### config.mk
export PLATFORM = sky130hd
export DESIGN_NAME = alarm_ring_ctrl
export DESIGN_NICKNAME = d
export VERILOG_FILES = /design/src/rtl/alarm_pkg.sv /design/src/rtl/rise_edge.sv /design/src/rtl/alarm_ring_ctrl.sv
export SDC_FILE = /design/constraint.sdc
export NUM_CORES = 1
export LEC_CHECK = 0
export CAP_MARGIN = 20
export CORE_MARGIN = 2
export CORE_UTILIZATION = 30
export CTS_BUF_LIST = sky130_fd_sc_hd__clkbuf_4
export CTS_CLUSTER_SIZE = 25
export DETAILED_ROUTE_END_ITERATION = 6
export PLACE_DENSITY = 0.58
export SLEW_MARGIN = 20
export SYNTH_ARGS = -nofsm -noshare
export SYNTH_HDL_FRONTEND = slang
export SYNTH_SLANG_ARGS = --single-unit
export TNS_END_PERCENT = 1
### constraint.sdc
create_clock -name clk -period 2.05 [get_ports clk]
set_input_delay 0.41 -clock clk [delete_from_list [all_inputs] [get_ports clk]]
set_output_delay 0.41 -clock clk [all_outputs]
set_load 0.03 [all_outputs]
### src/rtl/alarm_pkg.sv
// rtl/alarm_pkg.sv - shared types and constants for the alarm ring/snooze sequencer
package alarm_pkg;

    localparam int TIMER_W = 16;

    typedef enum logic [1:0] {
        IDLE   = 2'd0,
        RING   = 2'd1,
        SNOOZE = 2'd2,
        DONE   = 2'd3
    } state_t;

endpackage

### src/rtl/rise_edge.sv
// rtl/rise_edge.sv - 0->1 detector on a level input, one delay flop plus AND
module rise_edge (
    input  logic clk,
    input  logic rst_n,
    input  logic i_level,
    output logic o_rise
);

    logic r_level_d;

    // Delay flop resets low so a level already high at reset release reads as an edge.
    always_ff @(posedge clk or negedge rst_n) begin
        if (!rst_n) begin
            r_level_d <= 1'b0;
        end else begin
            r_level_d <= i_level;
        end
    end

    assign o_rise = i_level & ~r_level_d;

endmodule

### src/rtl/alarm_ring_ctrl.sv
// rtl/alarm_ring_ctrl.sv - ring/snooze/auto-stop sequencer driven by the alarm match level
module alarm_ring_ctrl
    import alarm_pkg::*;
#(
    parameter int unsigned RING_SECS   = 60,
    parameter int unsigned SNOOZE_SECS = 300,
    parameter int unsigned MAX_SNOOZE  = 3,
    parameter int unsigned BEEP_HALF   = 1
) (
    input  logic       clk,
    input  logic       rst_n,
    input  logic       i_alarm_en,
    input  logic       i_alarm_match,
    input  logic       i_stop_btn,
    input  logic       i_snooze_btn,
    output logic       o_buzzer,
    output logic       o_ringing,
    output logic       o_snoozing,
    output logic [2:0] o_snooze_cnt
);

    localparam logic [TIMER_W-1:0] RING_LAST   = TIMER_W'(RING_SECS - 1);
    localparam logic [TIMER_W-1:0] SNOOZE_LAST = TIMER_W'(SNOOZE_SECS - 1);
    localparam logic [7:0]         BEEP_LAST   = 8'(BEEP_HALF - 1);
    localparam logic [2:0]         MAX_CNT     = 3'(MAX_SNOOZE);

    logic               w_rise_match;
    logic               w_rise_stop;
    logic               w_rise_snooze;

    state_t             r_state;
    state_t             w_state_nxt;
    logic [TIMER_W-1:0] r_timer;
    logic [TIMER_W-1:0] w_timer_nxt;
    logic [7:0]         r_beep_cnt;
    logic [7:0]         w_beep_cnt_nxt;
    logic               r_phase;
    logic               w_phase_nxt;
    logic [2:0]         r_snooze_cnt;
    logic [2:0]         w_snooze_cnt_nxt;
    logic               r_buzzer;
    logic               r_ringing;
    logic               r_snoozing;

    rise_edge u_rise_match (
        .clk     (clk),
        .rst_n   (rst_n),
        .i_level (i_alarm_match),
        .o_rise  (w_rise_match)
    );

    rise_edge u_rise_stop (
        .clk     (clk),
        .rst_n   (rst_n),
        .i_level (i_stop_btn),
        .o_rise  (w_rise_stop)
    );

    rise_edge u_rise_snooze (
        .clk     (clk),
        .rst_n   (rst_n),
        .i_level (i_snooze_btn),
        .o_rise  (w_rise_snooze)
    );

    // State, timer, beep and snooze counters; outputs registered from next-state values.
    always_ff @(posedge clk or negedge rst_n) begin
        if (!rst_n) begin
            r_state      <= IDLE;
            r_timer      <= '0;
            r_beep_cnt   <= '0;
            r_phase      <= 1'b0;
            r_snooze_cnt <= '0;
            r_buzzer     <= 1'b0;
            r_ringing    <= 1'b0;
            r_snoozing   <= 1'b0;
        end else begin
            r_state      <= w_state_nxt;
            r_timer      <= w_timer_nxt;
            r_beep_cnt   <= w_beep_cnt_nxt;
            r_phase      <= w_phase_nxt;
            r_snooze_cnt <= w_snooze_cnt_nxt;
            r_buzzer     <= (w_state_nxt == RING) & w_phase_nxt;
            r_ringing    <= (w_state_nxt == RING);
            r_snoozing   <= (w_state_nxt == SNOOZE);
        end
    end

    // Next-state logic; disarming wins over stop, stop over snooze, snooze over timeout.
    always_comb begin
        w_state_nxt      = r_state;
        w_timer_nxt      = r_timer;
        w_beep_cnt_nxt   = r_beep_cnt;
        w_phase_nxt      = r_phase;
        w_snooze_cnt_nxt = r_snooze_cnt;

        if (!i_alarm_en) begin
            w_state_nxt      = IDLE;
            w_timer_nxt      = '0;
            w_snooze_cnt_nxt = '0;
        end else begin
            unique case (r_state)
                IDLE: begin
                    if (w_rise_match) begin
                        w_state_nxt      = RING;
                        w_timer_nxt      = '0;
                        w_snooze_cnt_nxt = '0;
                        w_beep_cnt_nxt   = '0;
                        w_phase_nxt      = 1'b1;
                    end
                end
                RING: begin
                    if (w_rise_stop) begin
                        w_state_nxt = DONE;
                    end else if (w_rise_snooze && (r_snooze_cnt < MAX_CNT)) begin
                        w_state_nxt      = SNOOZE;
                        w_snooze_cnt_nxt = r_snooze_cnt + 3'd1;
                        w_timer_nxt      = '0;
                    end else if (r_timer == RING_LAST) begin
                        w_state_nxt = DONE;
                    end else begin
                        w_timer_nxt = r_timer + TIMER_W'(1);
                        if (r_beep_cnt == BEEP_LAST) begin
                            w_beep_cnt_nxt = '0;
                            w_phase_nxt    = ~r_phase;
                        end else begin
                            w_beep_cnt_nxt = r_beep_cnt + 8'd1;
                        end
                    end
                end
                SNOOZE: begin
                    if (w_rise_stop) begin
                        w_state_nxt = DONE;
                    end else if (r_timer == SNOOZE_LAST) begin
                        w_state_nxt    = RING;
                        w_timer_nxt    = '0;
                        w_beep_cnt_nxt = '0;
                        w_phase_nxt    = 1'b1;
                    end else begin
                        w_timer_nxt = r_timer + TIMER_W'(1);
                    end
                end
                DONE: begin
                    // Wait out the current match minute so it cannot re-trigger.
                    if (!i_alarm_match) begin
                        w_state_nxt = IDLE;
                    end
                end
                default: begin
                    w_state_nxt = IDLE;
                end
            endcase
        end
    end

    assign o_buzzer     = r_buzzer;
    assign o_ringing    = r_ringing;
    assign o_snoozing   = r_snoozing;
    assign o_snooze_cnt = r_snooze_cnt;

endmodule

# Yosys cells after proc, flatten, opt, wreduce, memory -nomap -nowiden
# Cells that the tools add are included.
dict set report classes {
  addsub 3
  multipliers 0
  n_div 0
  n_lt_le_gt_ge 1
  n_eq_ne 20
  shift 0
  n_mux 39
  bitwise_logic 8
  reduce_logical 7
}
# cell count
set ops {}
lappend ops {{two-way mux 16 bit} 7}
lappend ops {{two-way mux 8 bit} 7}
lappend ops {{case mux 16 bit (3 select lines)} 1}
lappend ops {{case mux 8 bit (3 select lines)} 1}
lappend ops {{adder 16 x 1 -> 16 bit, second input constant} 1}
lappend ops {{== test 16 x 6 -> 1 bit, second input constant} 1}
lappend ops {{== test 16 x 9 -> 1 bit, second input constant} 1}
lappend ops {{two-way mux 2 bit} 8}
lappend ops {{two-way mux 3 bit} 4}
lappend ops {{inequality test 2 bit, second input constant} 5}
lappend ops {{inequality test 3 bit, second input constant} 3}
lappend ops {{adder 8 x 1 -> 8 bit, second input constant} 1}
lappend ops {{zero test 8 bit} 1}
lappend ops {{two-way mux 1 bit} 8}
lappend ops {{case mux 2 bit (4 select lines)} 1}
lappend ops {{AND reduction 8 bit} 1}
lappend ops {{== test 2 bit, second input constant} 3}
lappend ops {{case mux 3 bit (2 select lines)} 1}
lappend ops {{AND reduction 5 bit} 1}
lappend ops {{bitwise AND 1 bit} 4}
lappend ops {{== test 2 x 1 -> 1 bit, second input constant} 2}
lappend ops {{inequality test 4 x 1 -> 1 bit, second input constant} 1}
lappend ops {{inequality test 4 bit, second input constant} 1}
lappend ops {{NOT 1 bit} 4}
lappend ops {{10 further kinds} 10}
dict set report word_totals {
  register_bits 36
  latchBits 0
  ram_bits 0
  rom_bits 0
  output_inout_bits 6
  n_memories 0
}

# Logic depth before layout (Yosys ltp)
dict set report logic_depth {
  word_depth 9
  mapped_depth 10
  mapped_depth_nobuf 7
}

# Cells and area by module
# A second synthesis with hierarchy kept.
dict set report unflattened {
  cells_unflattened 259
  area_unflattened_um2 2404.8
}
# mod n_inst cells_per_inst area_each_um2 seq_area_each_um2
set modules_own_cells {}
lappend modules_own_cells {alarm_ring_ctrl 1 253 2288.4 825.8}
lappend modules_own_cells {rise_edge 3 2 38.8 25.0}

# Worst setup path before layout
# No wires, ideal clock.
dict set report synth_timing {
  path_type {register to register}
  startpoint {reg r_state[0]}
  endpoint {reg r_timer[13]}
  setup_ns 0.077
  arrival_time_ns 2.091
  required_time_ns 1.973
  path_slack_ns -0.119
  path_stages_with_launch 10
  n_path_buf 2
  synth_period_minus_slack_ns 2.169
  path_cell_list {dfrtp_1 > inv_1 > ha_1 > buf_2 > inv_2 > nor2_2 > o31a_1 > buf_2 > or4_1 > a21oi_1}
}
dict set report synth_via {
  elab_chain_cells 3
}
# item line
set synth_rtl {}
lappend synth_rtl {{start: declaration} alarm_ring_ctrl.sv:31} ;# state_t r_state;
lappend synth_rtl {{start signal: assignment} alarm_ring_ctrl.sv:78} ;# r_state <= w_state_nxt;
lappend synth_rtl {{== test 2 bit, or another cell as far along} alarm_ring_ctrl.sv:102} ;# unique case (r_state)
lappend synth_rtl {{inequality test 4 x 1 -> 1 bit (no source line), or another cell as far along} --}
lappend synth_rtl {{AND reduction 5 bit (no source line) / two-way mux 16 bit (equally long branches)} --}
lappend synth_rtl {{end signal: assignment} alarm_ring_ctrl.sv:79} ;# r_timer <= w_timer_nxt;
lappend synth_rtl {{end: declaration} alarm_ring_ctrl.sv:33} ;# logic [TIMER_W-1:0] r_timer;
# Several ways; a longest one is shown, not always the timed one.
# A chain may end at the register's enable or synchronous reset.

# Final worst setup path
dict set report layout_timing {
  startpoint {reg r_timer[1]}
  endpoint {reg r_beep_cnt[3]}
}
dict set report layout_via {
  elab_chain_cells 3
}
# item line
set layout_rtl {}
lappend layout_rtl {{== test 16 x 9 -> 1 bit / == test 16 x 6 -> 1 bit (equally long branches)} {alarm_ring_ctrl.sv:134, alarm_ring_ctrl.sv:119}}
lappend layout_rtl {{inequality test 2 bit (no source line)} --}
lappend layout_rtl {{AND reduction 8 bit (no source line) (*)} --}
lappend layout_rtl {{end signal: assignment} alarm_ring_ctrl.sv:80} ;# r_beep_cnt <= w_beep_cnt_nxt;
lappend layout_rtl {{end: declaration} alarm_ring_ctrl.sv:35} ;# logic [7:0] r_beep_cnt;
# Every way passes the cells marked *; elsewhere a longest branch is shown, timed or not.

==> reports/qor.yml <==
outcome: "finished, violations left"
violations: "negative setup slack"
synth_compound_area_share_pct: 25.74
finalCriticalPeriod_ns: 2.129
n_fill_cell: 796
clock_power_share_pct: 24.4
total_switching_power_mw: 0.5715
setup_violations: 6
synthesis.area_per_instance_sq_um: 9.377
total_clock_buffers_created_by_cts: 5
rsz0062_at_grt: "yes"
ir_worst_vdd_mv: 0.2731
coreArea_sq_um: 7687
via_per_inst: 5.520
max_cap_viol_count: 0
finalWirelength_mm: 6.243
post_synth_and_or_nand_nor_area_fraction_pct: 26.37
endpoint_kind: "flop"
first_pass_iters: 4
grt_first_pass_wirelength_mm: 10.65
max_transition_margin_pct: 58.05
p_leak_nw: 1.329
antenna_left: 0
grt.overflow.total: 0
ioPinCount: 12
initialDrtViolationCount: 128
cts_h_tree_depth: 2
place_hpwl_mm: 4.528
postLayoutCoreUtil_pct: 41.62
fmax_ghz: 0.4698
grt_pass1_vias: 2229
antenna_cells: 0
detail_route.wl_per_cell_microns: 14.90
clk_transition_reported_paths_ns: 0.13
worstPathMaxFanout: 7
largest_buffer_count_on_any_clock_path: 2
synth_area_leaders: "dfrtp_1 (38%), o31ai_1 (7.0%), ha_1 (4.7%)"
finalHoldWorstSlack_ns: 0.001712
row_count: 32
final_nets: 331
powerDensity_nw_per_um2: 520.8
syn-instance-count: 253
cts.root.buffer_cell: "clkbuf_4"
tritoncts_num_sinks: 36
synth_top_family_by_area: "simple AND/OR/NAND/NOR gates"
synth.lib_cells_used.distinct: 56
cp_data_arrival_time_ns: 2.38
synth_seq_cells: 36
synth_fp_nets: 268
synth_adder_area_share_pct: 4.747
power.share.switching_pct: 34.30
post_synthesis_mux_area_share_pct: 0.4747
synth_xor_area_share_pct: 0
floorplan.die.height_microns: 92.93
power_mw: 1.666
setup.worst_path.start_class: "flop"
final-hold-violation-count: 0
final_gp_congestion: 0.8894
cell_internal_pwr_mw: 1.095
finalMaxSlewViolations: 0
die_width_microns: 92.93
number_of_antenna_violations_at_the_first_check_in_global_routing: 0
route.detailed.drc: 0
combinationalPowerShare_pct: 29.8
crit_type: "flop to flop"
synth-seq-area-share_pct: 37.97
area_delta_synth_final_pct: 34.86
post-synth-top-area-fraction_pct: 37.97
synthesis.area_sq_um: 2372
drive_gt1_share_pct: 31.86
via_count: 2313
grt_use_total_pct: 15.36
io_buffer_count: 11
min_path_type: "primary input to async pin"
clock-skew-final_ns: 0.01819
starting_density_pct: 30.86
synth_area_leader_cell: "dfrtp_1"
cts_tree: "yes"
synth-async-reset-ratio_pct: 100.0
seqPwrFrac_pct: 45.8
critPathRequiredTime_ns: 2.30
synth-warning-count: 0
clk_latency_ns: 0.36
worst_slew_pin_slew_ns: 0.6291
final_critical_path_setup_slack_ns: -0.07853
synth_enable_flop_cells: 0
pin_count_of_the_biggest_net_entering_global_routing: 24
synth_ff_type: "dfrtp_1"
min_period_over_period_pct: 103.8
die-area_sq_um: 8635
## power groups by stage
stage | registers, mW | logic [mW] | clock network [mW]
CTS | 0.763 | 0.475 | 0.425
global route | 0.769 | 0.544 | 0.457
floorplan | 0.802 | 0.222 | 0
global placement | 0.776 | 0.462 | 0
detailed placement | 0.777 | 0.469 | 0
finish | 0.763 | 0.496 | 0.407
## synth_stat cells (all sizes together), types with 2 or more instances
master and instances:
a211oi 4, a21oi 18, a22o 2, a31o 2, a31oi 6, a41o 2, and2 4, and3 9
and4 4, buf 7, clkbuf 2, dfrtp 36, ha 9, inv 16, nand2 11, nand2b 5
nand3 15, nand4 9, nor2 15, nor2b 2, nor3 2, nor4 3, nor4bb 2, o211ai 2
o21ai 16, o31ai 22, o41ai 3, or4 9
## cell type report
type	instances	area [sq um]	area share (%)
clock buffers	5	37.54	1.173
inverters	16	62.56	1.955
multi-input cells	192	1491	46.62
clock inverters	3	18.77	0.5866
repair buffers	65	560.5	17.52
flip-flops and latches	36	900.9	28.16
well taps	102	127.6	3.989
## cells by family after synthesis
family | count (synthesis)
and+or+nand+nor | 96
DFF | 36
buffers and inverters | 25
muxes | 1
AOI/OAI and AO/OA | 86
adders and majority gates | 9
## through the flow
step	setup WS (ns)	area, sq um	setup TNS, ns	instances
after floorplan	-0.02419	2387	-0.1221	253
after global placement	-0.2033	3004	-3.463	410
after detailed placement	-0.2447	3004	-4.305	410
after CTS	0.002449	3087	0	419
after global routing	-0.1879	3199	-1.834	419
final	-0.07853	3199	-0.3558	419
## repair_timing
action,CTS,global route
gates resized for setup,7,22
buffers inserted,1,0
hold buffers,0,0
endpoints found under the hold margin,0,0
pin swaps,11,7
setup endpoints to repair,18,24
gates cloned,0,0
## path summary, 6_finish.rpt
path / startpoint / end / slack (ns) / cells past startpoint
worst max-delay path: r_timer[1] / r_beep_cnt[3] / -0.08 / 7
worst min-delay path: rst_n / r_timer[0] / 0.002 / 1
worst max register to register: r_timer[1] / r_beep_cnt[3] / -0.08 / 7
worst min register to register: r_timer[1] / r_timer[1] / 0.54 / 2
max in group asynchronous: rst_n / r_beep_cnt[4] / 1.58 / 2
min in group clk: i_stop_btn / u_rise_stop.r_level_d / 0.53 / 1
## critical path: stages, from the launching register on
cell and delay [ns]:
dfrtp_1 0.38, ha_2 0.20, nor4b_4 0.18, buf_4 0.18
nand4_4 0.12, a2111o_2 0.65, o31ai_2 0.22, o31ai_1 0.10
## flip-flops by register name (all words and copies together) (netlist names)
register / cells
r_beep_cnt: 8
u_rise_stop.r_level_d: 1
o_buzzer: 1
r_phase: 1
u_rise_snooze.r_level_d: 1
u_rise_match.r_level_d: 1
o_snoozing: 1
r_state: 2
r_timer: 16
o_ringing: 1
o_snooze_cnt: 3
## routing by layer
layer | vias up | global-route usage, % | wire (microns)
met2 | 38 | 25.24 | 3083
met1 | 1150 | 20.70 | 2875
met3 | 8 | 2.197 | 189
met5 | - | 0 | 0
met4 | 0 | 5.147 | 95
li1 | 1117 | - | -
## cells in the final DEF, fill, tap and decap left out, types with 3 or more instances in the layout
master            n
o31ai_2           4
and4_1            3
o31ai_1          15
a21oi_1          14
nand2b_1          5
and2_1            3
o31ai_4           3
nand2_1          11
a21oi_2           4
or4_1             8
dfrtp_1          36
a31oi_1           5
inv_1            13
buf_12            4
buf_4            50
clkdlybuf4s50_1  10
nand4_1           8
o21ai_0           4
o21ai_1          11
ha_1              5
clkbuf_4          5
and3_1            9
ha_2              4
nand3_1          14
nor2_1           14
Note: power is estimated with default switching activity, not from simulation.
